**config.mk**
```make
export PLATFORM = sky130hd
export DESIGN_NAME = zmips_cpu
export DESIGN_NICKNAME = d
export VERILOG_FILES = /design/src/rtl/zmips_pkg.sv /design/src/rtl/zmips_regfile.sv /design/src/rtl/zmips_cpu.sv
export SDC_FILE = /design/constraint.sdc
export NUM_CORES = 2
export LEC_CHECK = 0
export ABC_CLOCK_PERIOD_IN_PS = 74400
export BUFFER_PORTS_ARGS = -buffer_cell sky130_fd_sc_hd__clkbuf_2
export CORE_UTILIZATION = 40
export DETAILED_ROUTE_END_ITERATION = 16
export SLEW_MARGIN = 20
export SYNTH_ARGS = -nofsm -noshare
export SYNTH_HDL_FRONTEND = slang
export SYNTH_SLANG_ARGS = --single-unit
```
**constraint.sdc**
```tcl
create_clock -name clk -period 74.4 [get_ports clk]
set_input_delay 11.16 -clock clk [delete_from_list [all_inputs] [get_ports clk]]
set_output_delay 11.16 -clock clk [all_outputs]
set_load 0.1 [all_outputs]
```
**src/rtl/zmips_pkg.sv**
```systemverilog
// Shared encodings for the zmips single-cycle core: MIPS-I opcode/funct values
// and the control enums produced by the decoder.
package zmips_pkg;

  localparam logic [31:0] RESET_PC_DEFAULT = 32'h0000_0000;

  localparam logic [5:0] OP_RTYPE = 6'h00;
  localparam logic [5:0] OP_J     = 6'h02;
  localparam logic [5:0] OP_JAL   = 6'h03;
  localparam logic [5:0] OP_BEQ   = 6'h04;
  localparam logic [5:0] OP_BNE   = 6'h05;
  localparam logic [5:0] OP_ADDI  = 6'h08;
  localparam logic [5:0] OP_ADDIU = 6'h09;
  localparam logic [5:0] OP_SLTI  = 6'h0A;
  localparam logic [5:0] OP_SLTIU = 6'h0B;
  localparam logic [5:0] OP_ANDI  = 6'h0C;
  localparam logic [5:0] OP_ORI   = 6'h0D;
  localparam logic [5:0] OP_XORI  = 6'h0E;
  localparam logic [5:0] OP_LUI   = 6'h0F;
  localparam logic [5:0] OP_LW    = 6'h23;
  localparam logic [5:0] OP_SW    = 6'h2B;

  localparam logic [5:0] F_SLL  = 6'h00;
  localparam logic [5:0] F_SRL  = 6'h02;
  localparam logic [5:0] F_SRA  = 6'h03;
  localparam logic [5:0] F_JR   = 6'h08;
  localparam logic [5:0] F_ADD  = 6'h20;
  localparam logic [5:0] F_ADDU = 6'h21;
  localparam logic [5:0] F_SUB  = 6'h22;
  localparam logic [5:0] F_SUBU = 6'h23;
  localparam logic [5:0] F_AND  = 6'h24;
  localparam logic [5:0] F_OR   = 6'h25;
  localparam logic [5:0] F_XOR  = 6'h26;
  localparam logic [5:0] F_NOR  = 6'h27;
  localparam logic [5:0] F_SLT  = 6'h2A;
  localparam logic [5:0] F_SLTU = 6'h2B;

  typedef enum logic [3:0] {
    ALU_ADD, ALU_SUB, ALU_AND, ALU_OR, ALU_XOR, ALU_NOR,
    ALU_SLT, ALU_SLTU, ALU_SLL, ALU_SRL, ALU_SRA, ALU_LUI
  } alu_op_e;

  typedef enum logic {EXT_SIGN, EXT_ZERO} ext_e;

  typedef enum logic [1:0] {PC_SEQ, PC_BRANCH, PC_JUMP, PC_REG} pc_sel_e;

  typedef enum logic [1:0] {WB_ALU, WB_MEM, WB_LINK} wb_sel_e;

endpackage

```
**src/rtl/zmips_regfile.sv**
```systemverilog
// 32x32 register file: two combinational read ports, one write port, $0 hardwired to zero.
module zmips_regfile (
  input  logic        clk,
  input  logic        rst,
  input  logic        we,
  input  logic [4:0]  wr_addr,
  input  logic [31:0] wr_data,
  input  logic [4:0]  rs_addr,
  input  logic [4:0]  rt_addr,
  output logic [31:0] rs_data,
  output logic [31:0] rt_data
);

  logic [31:0] regs [32];

  // Entry 0 is never written, so it holds the cleared value forever.
  always_ff @(posedge clk or posedge rst) begin
    if (rst) begin
      for (int i = 0; i < 32; i++) regs[i] <= '0;
    end else if (we && (wr_addr != 5'd0)) begin
      regs[wr_addr] <= wr_data;
    end
  end

  assign rs_data = (rs_addr == 5'd0) ? 32'h0 : regs[rs_addr];
  assign rt_data = (rt_addr == 5'd0) ? 32'h0 : regs[rt_addr];

endmodule

```
**src/rtl/zmips_cpu.sv**
```systemverilog
// Single-cycle MIPS-I subset core: fetch, decode, execute and commit all within one clock.
module zmips_cpu
  import zmips_pkg::*;
#(
  parameter logic [31:0] RESET_PC = RESET_PC_DEFAULT
) (
  input  logic        clk,
  input  logic        rst,
  input  logic [31:0] i_data,
  output logic [31:0] i_addr,
  output logic [31:0] d_addr,
  output logic [31:0] d_data_o,
  input  logic [31:0] d_data_i,
  output logic        d_wr,
  output logic        d_rd
);

  logic [5:0]  opcode, funct;
  logic [4:0]  rs, rt, rd, shamt;
  logic [15:0] imm16;
  logic [25:0] target;

  assign opcode = i_data[31:26];
  assign rs     = i_data[25:21];
  assign rt     = i_data[20:16];
  assign rd     = i_data[15:11];
  assign shamt  = i_data[10:6];
  assign funct  = i_data[5:0];
  assign imm16  = i_data[15:0];
  assign target = i_data[25:0];

  // PC is held in word units so the fetch address can never be misaligned.
  logic [29:0] pc_w, pc_plus4_w, next_pc_w;
  logic [31:0] rs_val, rt_val, simm, imm_ext, alu_b, alu_res, wb_data;

  alu_op_e alu_op;
  ext_e    ext_mode;
  pc_sel_e pc_sel;
  wb_sel_e wb_sel;
  logic    use_imm, reg_we, mem_rd, mem_wr;
  logic [4:0] wr_reg;

  always_comb begin
    alu_op   = ALU_ADD;
    ext_mode = EXT_SIGN;
    use_imm  = 1'b0;
    reg_we   = 1'b0;
    wr_reg   = rt;
    wb_sel   = WB_ALU;
    pc_sel   = PC_SEQ;
    mem_rd   = 1'b0;
    mem_wr   = 1'b0;
    case (opcode)
      OP_RTYPE: begin
        wr_reg = rd;
        reg_we = 1'b1;
        case (funct)
          F_ADD, F_ADDU: alu_op = ALU_ADD;
          F_SUB, F_SUBU: alu_op = ALU_SUB;
          F_AND:         alu_op = ALU_AND;
          F_OR:          alu_op = ALU_OR;
          F_XOR:         alu_op = ALU_XOR;
          F_NOR:         alu_op = ALU_NOR;
          F_SLT:         alu_op = ALU_SLT;
          F_SLTU:        alu_op = ALU_SLTU;
          F_SLL:         alu_op = ALU_SLL;
          F_SRL:         alu_op = ALU_SRL;
          F_SRA:         alu_op = ALU_SRA;
          F_JR: begin
            reg_we = 1'b0;
            pc_sel = PC_REG;
          end
          default:       reg_we = 1'b0;
        endcase
      end
      OP_ADDI, OP_ADDIU: begin use_imm = 1'b1; reg_we = 1'b1; end
      OP_SLTI:  begin alu_op = ALU_SLT;  use_imm = 1'b1; reg_we = 1'b1; end
      OP_SLTIU: begin alu_op = ALU_SLTU; use_imm = 1'b1; reg_we = 1'b1; end
      OP_ANDI:  begin alu_op = ALU_AND; ext_mode = EXT_ZERO; use_imm = 1'b1; reg_we = 1'b1; end
      OP_ORI:   begin alu_op = ALU_OR;  ext_mode = EXT_ZERO; use_imm = 1'b1; reg_we = 1'b1; end
      OP_XORI:  begin alu_op = ALU_XOR; ext_mode = EXT_ZERO; use_imm = 1'b1; reg_we = 1'b1; end
      OP_LUI:   begin alu_op = ALU_LUI; reg_we = 1'b1; end
      OP_LW:    begin use_imm = 1'b1; reg_we = 1'b1; wb_sel = WB_MEM; mem_rd = 1'b1; end
      OP_SW:    mem_wr = 1'b1;
      OP_BEQ:   if (rs_val == rt_val) pc_sel = PC_BRANCH;
      OP_BNE:   if (rs_val != rt_val) pc_sel = PC_BRANCH;
      OP_J:     pc_sel = PC_JUMP;
      OP_JAL: begin
        pc_sel = PC_JUMP;
        reg_we = 1'b1;
        wr_reg = 5'd31;
        wb_sel = WB_LINK;
      end
      default: ;
    endcase
  end

  assign simm    = {{16{imm16[15]}}, imm16};
  assign imm_ext = (ext_mode == EXT_ZERO) ? {16'h0000, imm16} : simm;
  assign alu_b   = use_imm ? imm_ext : rt_val;

  // Shifts always take rt as the shifted operand and shamt as the distance.
  always_comb begin
    alu_res = '0;
    case (alu_op)
      ALU_ADD:  alu_res = rs_val + alu_b;
      ALU_SUB:  alu_res = rs_val - alu_b;
      ALU_AND:  alu_res = rs_val & alu_b;
      ALU_OR:   alu_res = rs_val | alu_b;
      ALU_XOR:  alu_res = rs_val ^ alu_b;
      ALU_NOR:  alu_res = ~(rs_val | alu_b);
      ALU_SLT:  alu_res = {31'b0, $signed(rs_val) < $signed(alu_b)};
      ALU_SLTU: alu_res = {31'b0, rs_val < alu_b};
      ALU_SLL:  alu_res = rt_val << shamt;
      ALU_SRL:  alu_res = rt_val >> shamt;
      ALU_SRA:  alu_res = $unsigned($signed(rt_val) >>> shamt);
      ALU_LUI:  alu_res = {imm16, 16'h0000};
      default:  alu_res = '0;
    endcase
  end

  always_comb begin
    wb_data = alu_res;
    case (wb_sel)
      WB_MEM:  wb_data = d_data_i;
      WB_LINK: wb_data = {pc_plus4_w, 2'b00};
      default: wb_data = alu_res;
    endcase
  end

  assign pc_plus4_w = pc_w + 30'd1;

  always_comb begin
    next_pc_w = pc_plus4_w;
    case (pc_sel)
      PC_BRANCH: next_pc_w = pc_plus4_w + {{14{imm16[15]}}, imm16};
      PC_JUMP:   next_pc_w = {pc_plus4_w[29:26], target};
      PC_REG:    next_pc_w = rs_val[31:2];
      default:   next_pc_w = pc_plus4_w;
    endcase
  end

  always_ff @(posedge clk or posedge rst) begin
    if (rst) pc_w <= RESET_PC[31:2];
    else     pc_w <= next_pc_w;
  end

  zmips_regfile u_regfile (
    .clk     (clk),
    .rst     (rst),
    .we      (reg_we),
    .wr_addr (wr_reg),
    .wr_data (wb_data),
    .rs_addr (rs),
    .rt_addr (rt),
    .rs_data (rs_val),
    .rt_data (rt_val)
  );

  assign i_addr   = {pc_w, 2'b00};
  assign d_addr   = rs_val + simm;
  assign d_data_o = rt_val;
  // Strobes are gated by reset so a held-in-reset core never touches memory.
  assign d_wr     = mem_wr & ~rst;
  assign d_rd     = mem_rd & ~rst;

endmodule

```
==> out/results.tsv <==
metric	value	unit
status	completed	
Setup Skew	0.0436	ns
mux cell area share after synthesis	0.264	
Post-CTS Setup Inserts	0	
largest family of logic cells by synthesized area	multiplexers	
Worst Hold Class	register to register	
CTS clk-pin slew, worst paths	0.07	ns
total vias in the final route	57300	
number of port buffers	161	
Switching Fraction	0.377	
Ports	164	
DRC viols	0	
Die Wd	416	um
fraction of registers with async set/reset	1.00	
mapped cell area	68500	sq um
CTS Buf Count	112	
initial antenna violation count	15	
Most used DFF post-synth	dfrtp_1	
CTS tree	built	
H-tree levels	3	
cells taking the most area after synthesis	dfrtp_1, mux4_2, mux2_2, nand2_1, o21ai_0	
Worst Setup End Kind	output pin	
post-synth top area share	0.385	
aggregate routed wire length	283000	um
Worst EP arrival	18.31	ns
worst vdd ir	0.0000191	V
total power	1.98	mW
Worst setup SP type	input pin	
count of final max-slew check failures	0	
Final Hold Fails	0	
CTS Sinks	1054	
die area	173000	sq um
final worst-path cycle share	0.396	
post-synthesis xor/xnor area fraction	0.0174	
Synth Area in Compound Gates	0.156	
Slew HR	0.158	
Least-Margin Pin Slew	1.25	ns
vias in the first global route	55400	
RSZ-0062 raised after global routing	false	
Rows	151	
Post-synth top cells	dfrtp_1, nand2_1, o21ai_0	
Final #Nets	6611	
Clock Root Buffer	clkbuf_16	
post-route setup slack	44.93	ns
post-synthesis simple-gate area fraction	0.0981	
Fmax	0.0339	GHz
routed len/inst	32.6	um
Worst Path Required	63.24	ns
adder and majority gate portion of the synthesized area	0.0311	
total gr overflow	0	
Max Fanout on Critical Path	65	
Initial Utilization	0.404	
Leakage	33.4	nW
Post-synth EDFFs	0	
Final HPWL DP	187000	um
first-pass GRT wire length	407000	um
clock network fraction of total power	0.306	
Cells after Synth	6560	
Hold Buf Count CTS	0	
final setup vio count	0	
CP Class	input pin to output pin	
synthesis warning total	0	
CTS Buffer Depth	3	
via density per instance	6.59	
largest net degree at the start of global routing	175	
maxcap violations	0	
DRT antenna net count	0	
total track usage	0.323	
chip height	416	um
Synth area leader	dfrtp_1	
fraction of layout cells with a size suffix above 1	0.241	
TNS Setup	0	ns
1st-pass router iterations	8	
dpl ws	45.06	ns
Logic pwr share	0.327	
sequential element share of the synthesized area	0.385	
Fill cells	15900	
Switch Pwr	0.747	mW
Layout area overhead	9.91	%
most frequent cell after synthesis	dfrtp_1	
Yosys cell types	93	
number of synthesized register bits	1054	
initial drt markers	7302	
syn_area_per_cell	10.4	sq um
power density cells	26.3	nW/um^2
Pint	1.23	mW
Reg power frac	0.367	
Placer Congestion	1.04	
Worst-Skew Late Latency	0.76	ns
Core Area	170000	sq um
cts repair resizes	0	
crit path time final	29.47	ns
==> worst paths after layout <==
check                      cells after the start  slack [ns]                        startpoint                                to
setup / recovery                              21       44.93                        i_data[21]                        d_addr[31]
hold / removal                                 0        0.40  u_regfile.regs[1020]$_DFFE_PP0P_  u_regfile.regs[1020]$_DFFE_PP0P_
setup reg to reg                              19       67.15   u_regfile.regs[608]$_DFFE_PP0P_   u_regfile.regs[828]$_DFFE_PP0P_
hold reg to reg                                0        0.40  u_regfile.regs[1020]$_DFFE_PP0P_  u_regfile.regs[1020]$_DFFE_PP0P_
max in group asynchronous                      5       60.63                               rst   u_regfile.regs[251]$_DFFE_PP0P_
min in group asynchronous                      2       10.52                               rst                 pc_w[5]$_DFF_PP0_
==> cells in the final DEF, fill, tap and decap left out, types with 20 or more instances in the layout <==
cell type,netlist,routed
xnor2_1,89,89
a31oi_1,42,37
mux4_2,459,459
nand4_1,37,37
o21bai_1,20,20
a221oi_1,37,36
mux2_2,446,446
nor3_1,51,50
o21ai_0,665,664
o21ai_1,37,36
o22ai_1,77,77
nand2_1,887,856
xor2_1,47,47
clkbuf_8,0,26
nor2_1,264,262
a21o_1,56,55
o31ai_1,50,49
nand2b_1,29,29
mux2i_1,252,251
nand2_2,0,23
o211ai_1,38,38
a22o_1,40,40
and3_1,25,25
nand3_1,125,125
clkbuf_2,1,153
o22a_1,20,20
nor2b_1,26,20
ha_1,164,164
inv_1,160,157
a211oi_1,76,75
dfrtp_1,1054,1054
a21oi_1,206,201
buf_4,17,173
a22oi_1,110,110
clkbuf_16,0,112
==> final cells by class <==
type                    instances  area [sq um]  share of cell area
well taps                    2218          2780              0.0368
repair buffers                340          2290              0.0303
clock buffers                 153          3220              0.0427
inverters                     165           627             0.00832
flip-flops and latches       1054         26400               0.350
multi-input cells            4704         39300               0.522
clock inverters                51           738             0.00980
diodes                          5          12.5            0.000166
==> worst max-delay path: stages <==
cell      delay (ns)
buf_8           0.45
buf_4           0.63
mux4_2          0.58
a22oi_1         0.22
nand3_1         0.18
nand2_1         0.51
inv_1           0.22
ha_1            0.32
a21o_1          0.19
a21oi_1         0.22
o21ai_0         0.20
a21oi_1         0.67
o211ai_1        0.28
a31o_2          0.32
a21oi_1         0.28
o21ai_0         0.22
o41ai_1         0.48
o21bai_1        0.11
a21oi_1         0.20
xnor2_1         0.14
clkbuf_2        0.48
==> power groups by stage <==
stage	combinational, mW	clock (mW)	sequential, mW
after CTS	0.638	0.613	0.724
after global routing	0.686	0.637	0.736
after detailed placement	0.636	0	0.734
after floorplan	0.423	0	0.757
final	0.648	0.605	0.727
after global placement	0.629	0	0.730
==> cells by family (layout without fill, tap and decap cells) <==
kind of cell	Yosys count	count (layout)
flip-flops	1054	1054
other	1	7
adder cells (fa/ha/maj)	168	168
multiplexers	1165	1165
AND/OR/NAND/NOR	1557	1557
XOR/XNOR	136	136
buffers and inverters	803	709
AO/OA/AOI/OAI	1676	1676
==> per-layer routing <==
metal,share of wire,GRT usage,up-vias
met5,0.00030,0,-
met4,0.075,0.209,14
met3,0.10,0.0703,828
met2,0.44,0.493,3432
met1,0.38,0.416,29000
li1,-,-,24000
==> metrics by stage <==
stage	hold slack (ns)	cell area [sq um]	util	instances
2_1_floorplan	0.441	68500	-	6561
3_3_place_gp	0.378	71300	0.420	8477
3_5_place_dp	0.385	71300	0.420	8479
4_1_cts	0.399	75300	0.443	8683
5_1_grt	0.410	75300	0.443	8686
6_report	0.398	75300	0.444	8690
==> flip-flops by register name, summed over array words and instances, names as in the netlist <==
name,flops
pc_w,30
u_regfile.regs,1024
Power figures use the tool's default switching activity.
